File: config.mk
export PLATFORM = sky130hd
export DESIGN_NAME = reg_read_port
export DESIGN_NICKNAME = d
export VERILOG_FILES = /design/src/rtl/reg_read_port.sv
export SDC_FILE = /design/constraint.sdc
export NUM_CORES = 1
export LEC_CHECK = 0
export ABC_AREA = 1
export BUFFER_PORTS_ARGS = -buffer_cell sky130_fd_sc_hd__buf_2
export CORE_ASPECT_RATIO = 0.75
export CORE_MARGIN = 2
export CORE_UTILIZATION = 38
export CTS_CLUSTER_SIZE = 10
export DETAILED_ROUTE_END_ITERATION = 6
export GPL_ROUTABILITY_DRIVEN = 0
export MAX_ROUTING_LAYER = met4
export PLACE_DENSITY_LB_ADDON = 0.1
export SYNTH_ARGS = -nofsm -noshare
export SYNTH_HDL_FRONTEND = slang
export SYNTH_SLANG_ARGS = --single-unit
File: constraint.sdc
create_clock -name i_clk -period 1.71 [get_ports i_clk]
set_clock_uncertainty 0.15 [all_clocks]
set_input_delay 0.2565 -clock i_clk [delete_from_list [all_inputs] [get_ports i_clk]]
set_output_delay 0.2565 -clock i_clk [all_outputs]
set_load 0.05 [all_outputs]
File: src/rtl/reg_read_port.sv
`timescale 1ns/1ps
// ---------------------------------------------------------------------------
// reg_read_port
//
// Read-side port for the 7-bit dff register bank. A request carries a
// register index. The port drives a one-hot select onto the bank for one
// cycle and captures the addressed register. It then returns the value
// through a valid/ready response handshake. Indices at or above NREGS come
// back with o_rsp_err set and zero data. Only one request is outstanding at
// a time: IDLE -> SEL -> RSP -> IDLE.
//
// Optional build macro:
//   REG_READ_FWD_EN - write-to-read forwarding. If the write path writes the
//                     register being read in the SEL cycle, the response
//                     returns the newly written value. Without the macro the
//                     write-side ports are accepted but ignored.
//
// Ports:
//   i_clk          clock, all state updates on the rising edge
//   i_rst          asynchronous reset, active low
//   i_req_valid    read request present
//   o_req_ready    port can accept a request (IDLE only)
//   i_req_addr     register index to read
//   o_sel          one-hot select to the bank, zero unless in SEL
//   i_bank_rdata   flattened bank outputs, register i at [i*DW +: DW]
//   i_w_en         bank write enable   (forwarding only)
//   i_w_addr       bank write index    (forwarding only)
//   i_w_data       bank write data     (forwarding only)
//   o_rsp_valid    response held
//   i_rsp_ready    consumer accepts response
//   o_rsp_data     read result
//   o_rsp_addr     address the response belongs to
//   o_rsp_err      response was for an out-of-range address
// ---------------------------------------------------------------------------
module reg_read_port #(
  parameter int NREGS = 8,
  parameter int AW    = 4,
  parameter int DW    = 7
) (
  input  logic                i_clk,
  input  logic                i_rst,
  input  logic                i_req_valid,
  output logic                o_req_ready,
  input  logic [AW-1:0]       i_req_addr,
  output logic [NREGS-1:0]    o_sel,
  input  logic [NREGS*DW-1:0] i_bank_rdata,
  input  logic                i_w_en,
  input  logic [AW-1:0]       i_w_addr,
  input  logic [DW-1:0]       i_w_data,
  output logic                o_rsp_valid,
  input  logic                i_rsp_ready,
  output logic [DW-1:0]       o_rsp_data,
  output logic [AW-1:0]       o_rsp_addr,
  output logic                o_rsp_err
);

  typedef enum logic [1:0] {
    IDLE = 2'd0,
    SEL  = 2'd1,
    RSP  = 2'd2
  } state_t;

  // NREGS widened by one bit so indices up to 2^AW-1 compare correctly.
  localparam logic [AW:0] LP_NREGS = (AW+1)'(NREGS);

  state_t          r_state;
  logic [AW-1:0]   r_addr;
  logic [DW-1:0]   r_data;
  logic            r_err;

  logic [DW-1:0]   w_slots [NREGS];
  logic [NREGS-1:0] w_sel;
  logic [DW-1:0]   w_bankData;
  logic            w_inRange;
  logic            w_fwdHit;

  assign w_inRange = ({1'b0, r_addr} < LP_NREGS);

  // Split the flattened bank bus into per-register slots. The select is
  // built only from registered state, so no path runs from i_req_addr.
  for (genvar g = 0; g < NREGS; g++) begin : g_slot
    assign w_slots[g] = i_bank_rdata[g*DW +: DW];
    assign w_sel[g]   = (r_state == SEL) && (r_addr == AW'(g));
  end

  // Read mux. It yields zero when no slot matches, so out-of-range
  // indices never reach beyond the bus.
  always_comb begin
    w_bankData = '0;
    for (int i = 0; i < NREGS; i++) begin
      if (r_addr == AW'(i)) begin
        w_bankData = w_slots[i];
      end
    end
  end

`ifdef REG_READ_FWD_EN
  // A write to the register being read in the same cycle wins, so the
  // response matches what the bank holds after this edge.
  assign w_fwdHit = i_w_en && (i_w_addr == r_addr) && w_inRange;
`else
  logic w_unused;
  assign w_fwdHit = 1'b0;
  assign w_unused = &{1'b0, i_w_en, i_w_addr, i_w_data};
`endif

  // Main FSM. The address is captured on acceptance. The data and error
  // flag are captured at the end of SEL and held through RSP until the
  // consumer takes them.
  always_ff @(posedge i_clk or negedge i_rst) begin
    if (!i_rst) begin
      r_state <= IDLE;
      r_addr  <= '0;
      r_data  <= '0;
      r_err   <= 1'b0;
    end else begin
      case (r_state)
        IDLE: begin
          if (i_req_valid) begin
            r_addr  <= i_req_addr;
            r_state <= SEL;
          end
        end
        SEL: begin
          if (w_inRange) begin
            r_data <= w_fwdHit ? i_w_data : w_bankData;
            r_err  <= 1'b0;
          end else begin
            r_data <= '0;
            r_err  <= 1'b1;
          end
          r_state <= RSP;
        end
        RSP: begin
          if (i_rsp_ready) begin
            r_state <= IDLE;
          end
        end
        default: r_state <= IDLE;
      endcase
    end
  end

  assign o_req_ready = (r_state == IDLE);
  assign o_rsp_valid = (r_state == RSP);
  assign o_sel       = w_sel;
  assign o_rsp_data  = r_data;
  assign o_rsp_addr  = r_addr;
  assign o_rsp_err   = r_err;

endmodule

==> run metrics, run 1 <==
final cell count without fillers around 330; power per cell area between 1500 and 2000 nW/um^2; Synth Area in Simple Gates 0.490; layout cells sized above 1 0.526; cell taking the most area after synthesis dfrtp_1; static leakage approximately 1.2 nW; Initial Utilization 0.396; total grt overflow 0; Slew Viols, Final 0; Mapped Cells 183; H-tree depth 1; Worst Setup Slack, final -84.0 ps; vias approximately 1.6k; CTS Sinks 14; initial antenna violation count 0; top post-synthesis cells by area dfrtp_1, nand2_1, nand3_1; die area around 3500 sq um; failing checks setup timing; Die H 51.7 um; Hold Vio Cnt, Final 0; num ports just under 100; GRT busiest layer met2; synth warn 0; DRC Markers 0; Worst-Margin Slew between 300 and 400 ps; status finished with violations; relative slew slack 0.754; worst path arrival time approximately 1400 ps; final wirelength ~4200 um; vias in the first global route between 1k and 1.5k; hold crit path type primary input to flip-flop; complex-gate fraction of the synthesized area 0.0888; Cell Int Power 1.71 mW; post-synthesis register bit count 14; port bufs 85; Seq/Total Area, Yosys 0.303; Clk network pwr share 0.083; CTS root buf clkbuf_8; DP Worst Slack ~50 ps; Fmax roughly 560 MHz; First-pass DRT Iterations 4; grt met3 use 0.0519; fin crit period around 1800 ps; largest family of logic cells by synthesized area simple AND/OR/NAND/NOR gates; core region area between 2000 and 3000 sq um; Crit Path Class flip-flop to output pin; HPWL after DPL a little under 3000 um; Post-Syn Area about 1200 sq um; final core occ 0.723; top cell type's share of synthesized area 0.303; placed insts 310; Logic pwr share 0.746; clk buf depth 2; first-pass GRT wire length about 6000 um; WL/cell between 10 and 15 um; total power draw around 3.8 mW; CP required 1300 ps; launching element type of the critical path flip-flop; CTS Buf Count 3; row count 17; fin crit share 1.05; Antenna Cells 0; part of the power in registers 0.171; Starting DRT DRC Count 73; WHS a little under 90 ps; Final setup viols 8; Worst-path clk slew ~60 ps; max-cap violations 0; critical path peak fanout 4; Sw Ratio 0.553; CTS tree yes; syn nets between 200 and 300; RSZ-0062 raised after global routing yes; Syn Area/Cell roughly 6.3 sq um; clock latency on the worst-skew pair approximately 240 ps; synth unique cells 21; post-synthesis adder-cell area fraction 0; met1 Usage GRT 0.347; ANT nets after route 0; area share of xor/xnor cells in the synthesized design 0; kind of end point of the critical path output pin; Peak VDD IR approximately 1100 uV; multiplexer share of the synthesized area 0; DR vias/cell roughly 4.8; Psw 2.11 mW; area grow syn2layout 82.6%; Die Wd ~68 um; GRT met2 Usage 0.358; Fillers 240; GRT Overall Usage 0.240; largest net degree at the start of global routing 15; nets@finish 368
[power by group through the flow]
stage,Sequential (mW),Clock [mW],Combinational (mW)
after floorplan,1.07,0,1.36
after global placement,0.656,0,2.31
after global routing,0.674,0.347,3.06
after CTS,0.648,0.324,2.69
after detailed placement,0.660,0,2.32
final,0.655,0.317,2.85
[metrics by stage]
stage	setup TNS, ps	cell area, sq um
floorplan	-826	1270
global placement	0	1770
detailed placement	0	1770
CTS	-259	2030
global route	-1010	2110
finish	-439	2110
[worst paths after layout]
| check | slack, ps | endpoint | from | cells past startpoint |
|---|---|---|---|---|
| min | 90 | o_rsp_addr[1] | i_req_addr[1] | 3 |
| max reg2reg | 40 | o_rsp_data[1] | o_rsp_addr[2] | 10 |
| max | -80 | o_sel[2] | o_rsp_addr[3] | 5 |
| min reg2reg | 330 | o_rsp_data[0] | o_rsp_data[0] | 2 |
| min in group asynchronous | 290 | o_rsp_data[6] | i_rst | 2 |
| max in group asynchronous | 860 | o_rsp_addr[1] | i_rst | 2 |
[synth_stat cells]
cell,instances
buf_2,2
nor2_8,1
o21ai_0,7
nor2_4,5
clkinv_1,2
nand2_1,50
buf_6,1
nand3_1,28
nand4_1,7
nor3_4,1
inv_2,5
inv_1,19
dfrtp_1,14
clkbuf_1,1
buf_4,1
inv_4,1
nor4_1,3
o211ai_1,1
o21ai_1,5
nor2_1,22
a21oi_1,7
[cell type report]
| class | count | area [sq um] | area share |
|---|---|---|---|
| multi-input combinational | 137 | 818 | 0.388 |
| sequential | 14 | 355 | 0.169 |
| tap | 38 | 47.5 | 0.0226 |
| inverter | 27 | 111 | 0.0528 |
| timing repair buffer | 109 | 721 | 0.342 |
| clock buffer | 4 | 55.1 | 0.0261 |
[sequential cells by signal, indices dropped and copies added (netlist names)]
name / flops
o_rsp_addr: 4
o_rsp_data: 7
o_rsp_err: 1
r_state: 2
[worst max-delay path, stage by stage, from the launching register on]
cell	delay, ps
dfrtp_2	450
nor2_4	230
buf_12	140
nand2_4	50
nor2_4	120
buf_8	150
[routing by layer]
metal | part of all wire | wire length (um)
met1 | 0.45 | 1870
met2 | 0.48 | 1990
met5 | 0 | 0
met4 | 0.0084 | 35
met3 | 0.064 | 267
[cells by family after synthesis]
group / count (synthesis)
flops: 14
compound gates: 20
simple gates: 117
buf+inv: 32
[cell usage in the layout, fill, tap and decap left out, drive strengths merged]
master | Yosys | layout
nor3 | 1 | 1
nand4 | 7 | 7
dlygate4sd3 | 0 | 1
buf | 4 | 108
o211ai | 1 | 1
nand2 | 50 | 50
inv | 25 | 25
o21ai | 12 | 12
a21oi | 7 | 7
nand3 | 28 | 28
nor4 | 3 | 3
nor2 | 28 | 28
clkinv | 2 | 2
dfrtp | 14 | 14
clkbuf | 1 | 4
[repair_timing]
action | in CTS | in global routing
setup buffers | 10 | 4
resized for setup | 26 | 17
pin swaps | 9 | 12
gates cloned | 1 | 0
setup endpoints to repair | 8 | 15
endpoints found under the hold margin | 14 | 0
hold buffers | 1 | 0
(Power assumes the default switching activity.)
==> inputs of run 2 (changes only) <==
Clock period 1.71 ns to 1.7 ns, I/O delays scaled along.
==> run metrics, run 2 (synthesis gave the netlist of run 1 again) <==
Antenna Cells 0 (unchanged); max-cap violations 0 (unchanged); total grt overflow 0 (unchanged); GRT Overall Usage 0.237 (-0.00321); Worst R2R Start o_rsp_addr[3]; nets@finish 371 (+0.82%); final wirelength 4740 um (+14%); Finished Cell Area 2190 sq um (+4.0%); R2R Setup Slk -100 ps (-140 ps); Fmax 549 MHz; DP Worst Slack 33.1 ps (-18.1 ps); CP required 1290 ps (about the same); status finished with violations; launching element type of the critical path flip-flop; core region area 2910 sq um (unchanged); DRC Markers 0 (unchanged); static leakage 1.22 nW (+2.8%); hold crit path type primary input to flip-flop; clock latency on the worst-skew pair 250 ps (about the same); WL/cell 14.3 um (+13%); largest net degree at the start of global routing 15 (unchanged); crit path from o_rsp_addr[2]; commonest non-fill, non-tap cell in the layout buf_2; First-pass DRT Iterations 4 (unchanged); Worst-path clk slew 60 ps (about the same); Final setup viols 15 (+7); Peak VDD IR 1280 uV (+18%); initial antenna violation count 0 (unchanged); Crit Path Class flip-flop to output pin; first-pass GRT wire length 5990 um (-1.9%); relative slew slack 0.789 (+0.0349); row count 17 (unchanged); Worst Setup Slack, final -121 ps (-37.4 ps); Sw Ratio 0.546 (-0.00713); worst path arrival time 1420 ps (+30 ps); vias 1646 (+3.3%); CTS tree yes; Die H 51.7 um (unchanged); Worst-Margin Slew 317 ps (-51.0 ps); critical path peak fanout 3 (-1); Reg2Reg Depth 11 (+1); Psw 2.25 mW (+6.3%); Fillers 223 (-7.1%); H-tree depth 1 (unchanged); Cell Int Power 1.87 mW (+9.4%); Worst R2R End o_rsp_data[3]; clk buf depth 2 (unchanged); area grow syn2layout 89.9%; Starting DRT DRC Count 143 (+96%); vias in the first global route 1315 (-2.9%); num ports 98 (unchanged); die area 3500 sq um (unchanged); power per cell area 1880 nW/um^2 (+3.5%); Post-DP Area 1770 sq um (unchanged); Hold Vio Cnt, Final 0 (unchanged); ANT nets after route 0 (unchanged); fin crit share 1.07; RSZ-0062 raised after global routing yes; Die Wd 67.7 um (unchanged); Slew Viols, Final 0 (unchanged); kind of end point of the critical path output pin; failing checks setup timing; CTS root buf clkbuf_8; CTS Sinks 14 (unchanged); Logic pwr share 0.757 (+0.011); layout cells sized above 1 0.534 (+0.00824); CTS Buf Count 3 (unchanged); DR vias/cell 4.96 (+2.3%); HPWL after DPL 2960 um (+1.0%); fin crit period 1820 ps; Clk network pwr share 0.079 (-0.004); max FFs per register 7 (unchanged); Initial Utilization 0.396 (unchanged); worst setup path endpoint o_sel[3]; part of the power in registers 0.164 (-0.007); port bufs 85 (unchanged); most frequent cells in the layout buf_2, nand2_1, inv_1, nand3_1, buf_4
## run 2: power by group through the flow
stage                     Combinational (mW)  Sequential (mW)  Clock [mW]
after global routing                    3.30            0.693       0.351
final                                   3.12            0.676       0.325
after global placement                  2.32            0.660           0
after detailed placement                2.33            0.665           0
after CTS                               2.72            0.658       0.330
after floorplan                         1.36             1.07           0
## run 2: worst min path at each step
stage                              from            end  slack (ps)  cells past startpoint
after detailed placement          i_rst  o_rsp_data[2]          20                      1
after floorplan                   i_rst  o_rsp_addr[0]        -190                      0
after CTS                 i_req_addr[0]  o_rsp_addr[0]          60                      3
after global routing      i_req_addr[0]  o_rsp_addr[0]          70                      3
final                     i_req_addr[0]  o_rsp_addr[0]          60                      3
after global placement            i_rst  o_rsp_data[2]          10                      1
## run 2: area by class of cell
class / instances / area [sq um] / share of cell area
clock buffer: 4 / 55.1 / 0.0251
inverter: 27 / 116 / 0.0531
multi-input combinational: 137 / 838 / 0.382
sequential: 14 / 355 / 0.162
tap: 38 / 47.5 / 0.0217
timing repair buffer: 112 / 781 / 0.356
## run 2: per-stage QoR
stage | cells | util | hold WS (ps) | total power, mW | TNS (ps)
6_report | 332 | 0.753 | 63.0 | 4.12 | -1010
5_1_grt | 332 | 0.753 | 71.4 | 4.34 | -1990
4_1_cts | 325 | 0.691 | 62.8 | 3.71 | -649
3_5_place_dp | 310 | 0.608 | 21.5 | 3.00 | 0
3_3_place_gp | 310 | 0.608 | 13.7 | 2.98 | 0
2_1_floorplan | 183 | - | -191 | 2.44 | -886
## run 2: timing repair
action / CTS / global route
buffers inserted: 9 / 6
hold buffers: 1 / 0
endpoints found under the setup margin: 8 / 15
hold endpoints to repair: 14 / 0
cloned: 1 / 1
pin swaps: 6 / 25
resized for setup: 21 / 29
## run 2: per-layer routing
layer  wire length [um]  up-vias  GRT usage
li1                   -      816          -
met1               1900      726      0.338
met2               2360       92      0.363
met3                334       12     0.0455
met4                143        0     0.0238
met5                  0        -          -
## run 2: critical path, cell delays in order (launching register included)
cell,delay [ps]
dfrtp_2,440
nor2_4,220
nand3_1,200
nor2_4,120
buf_4,200
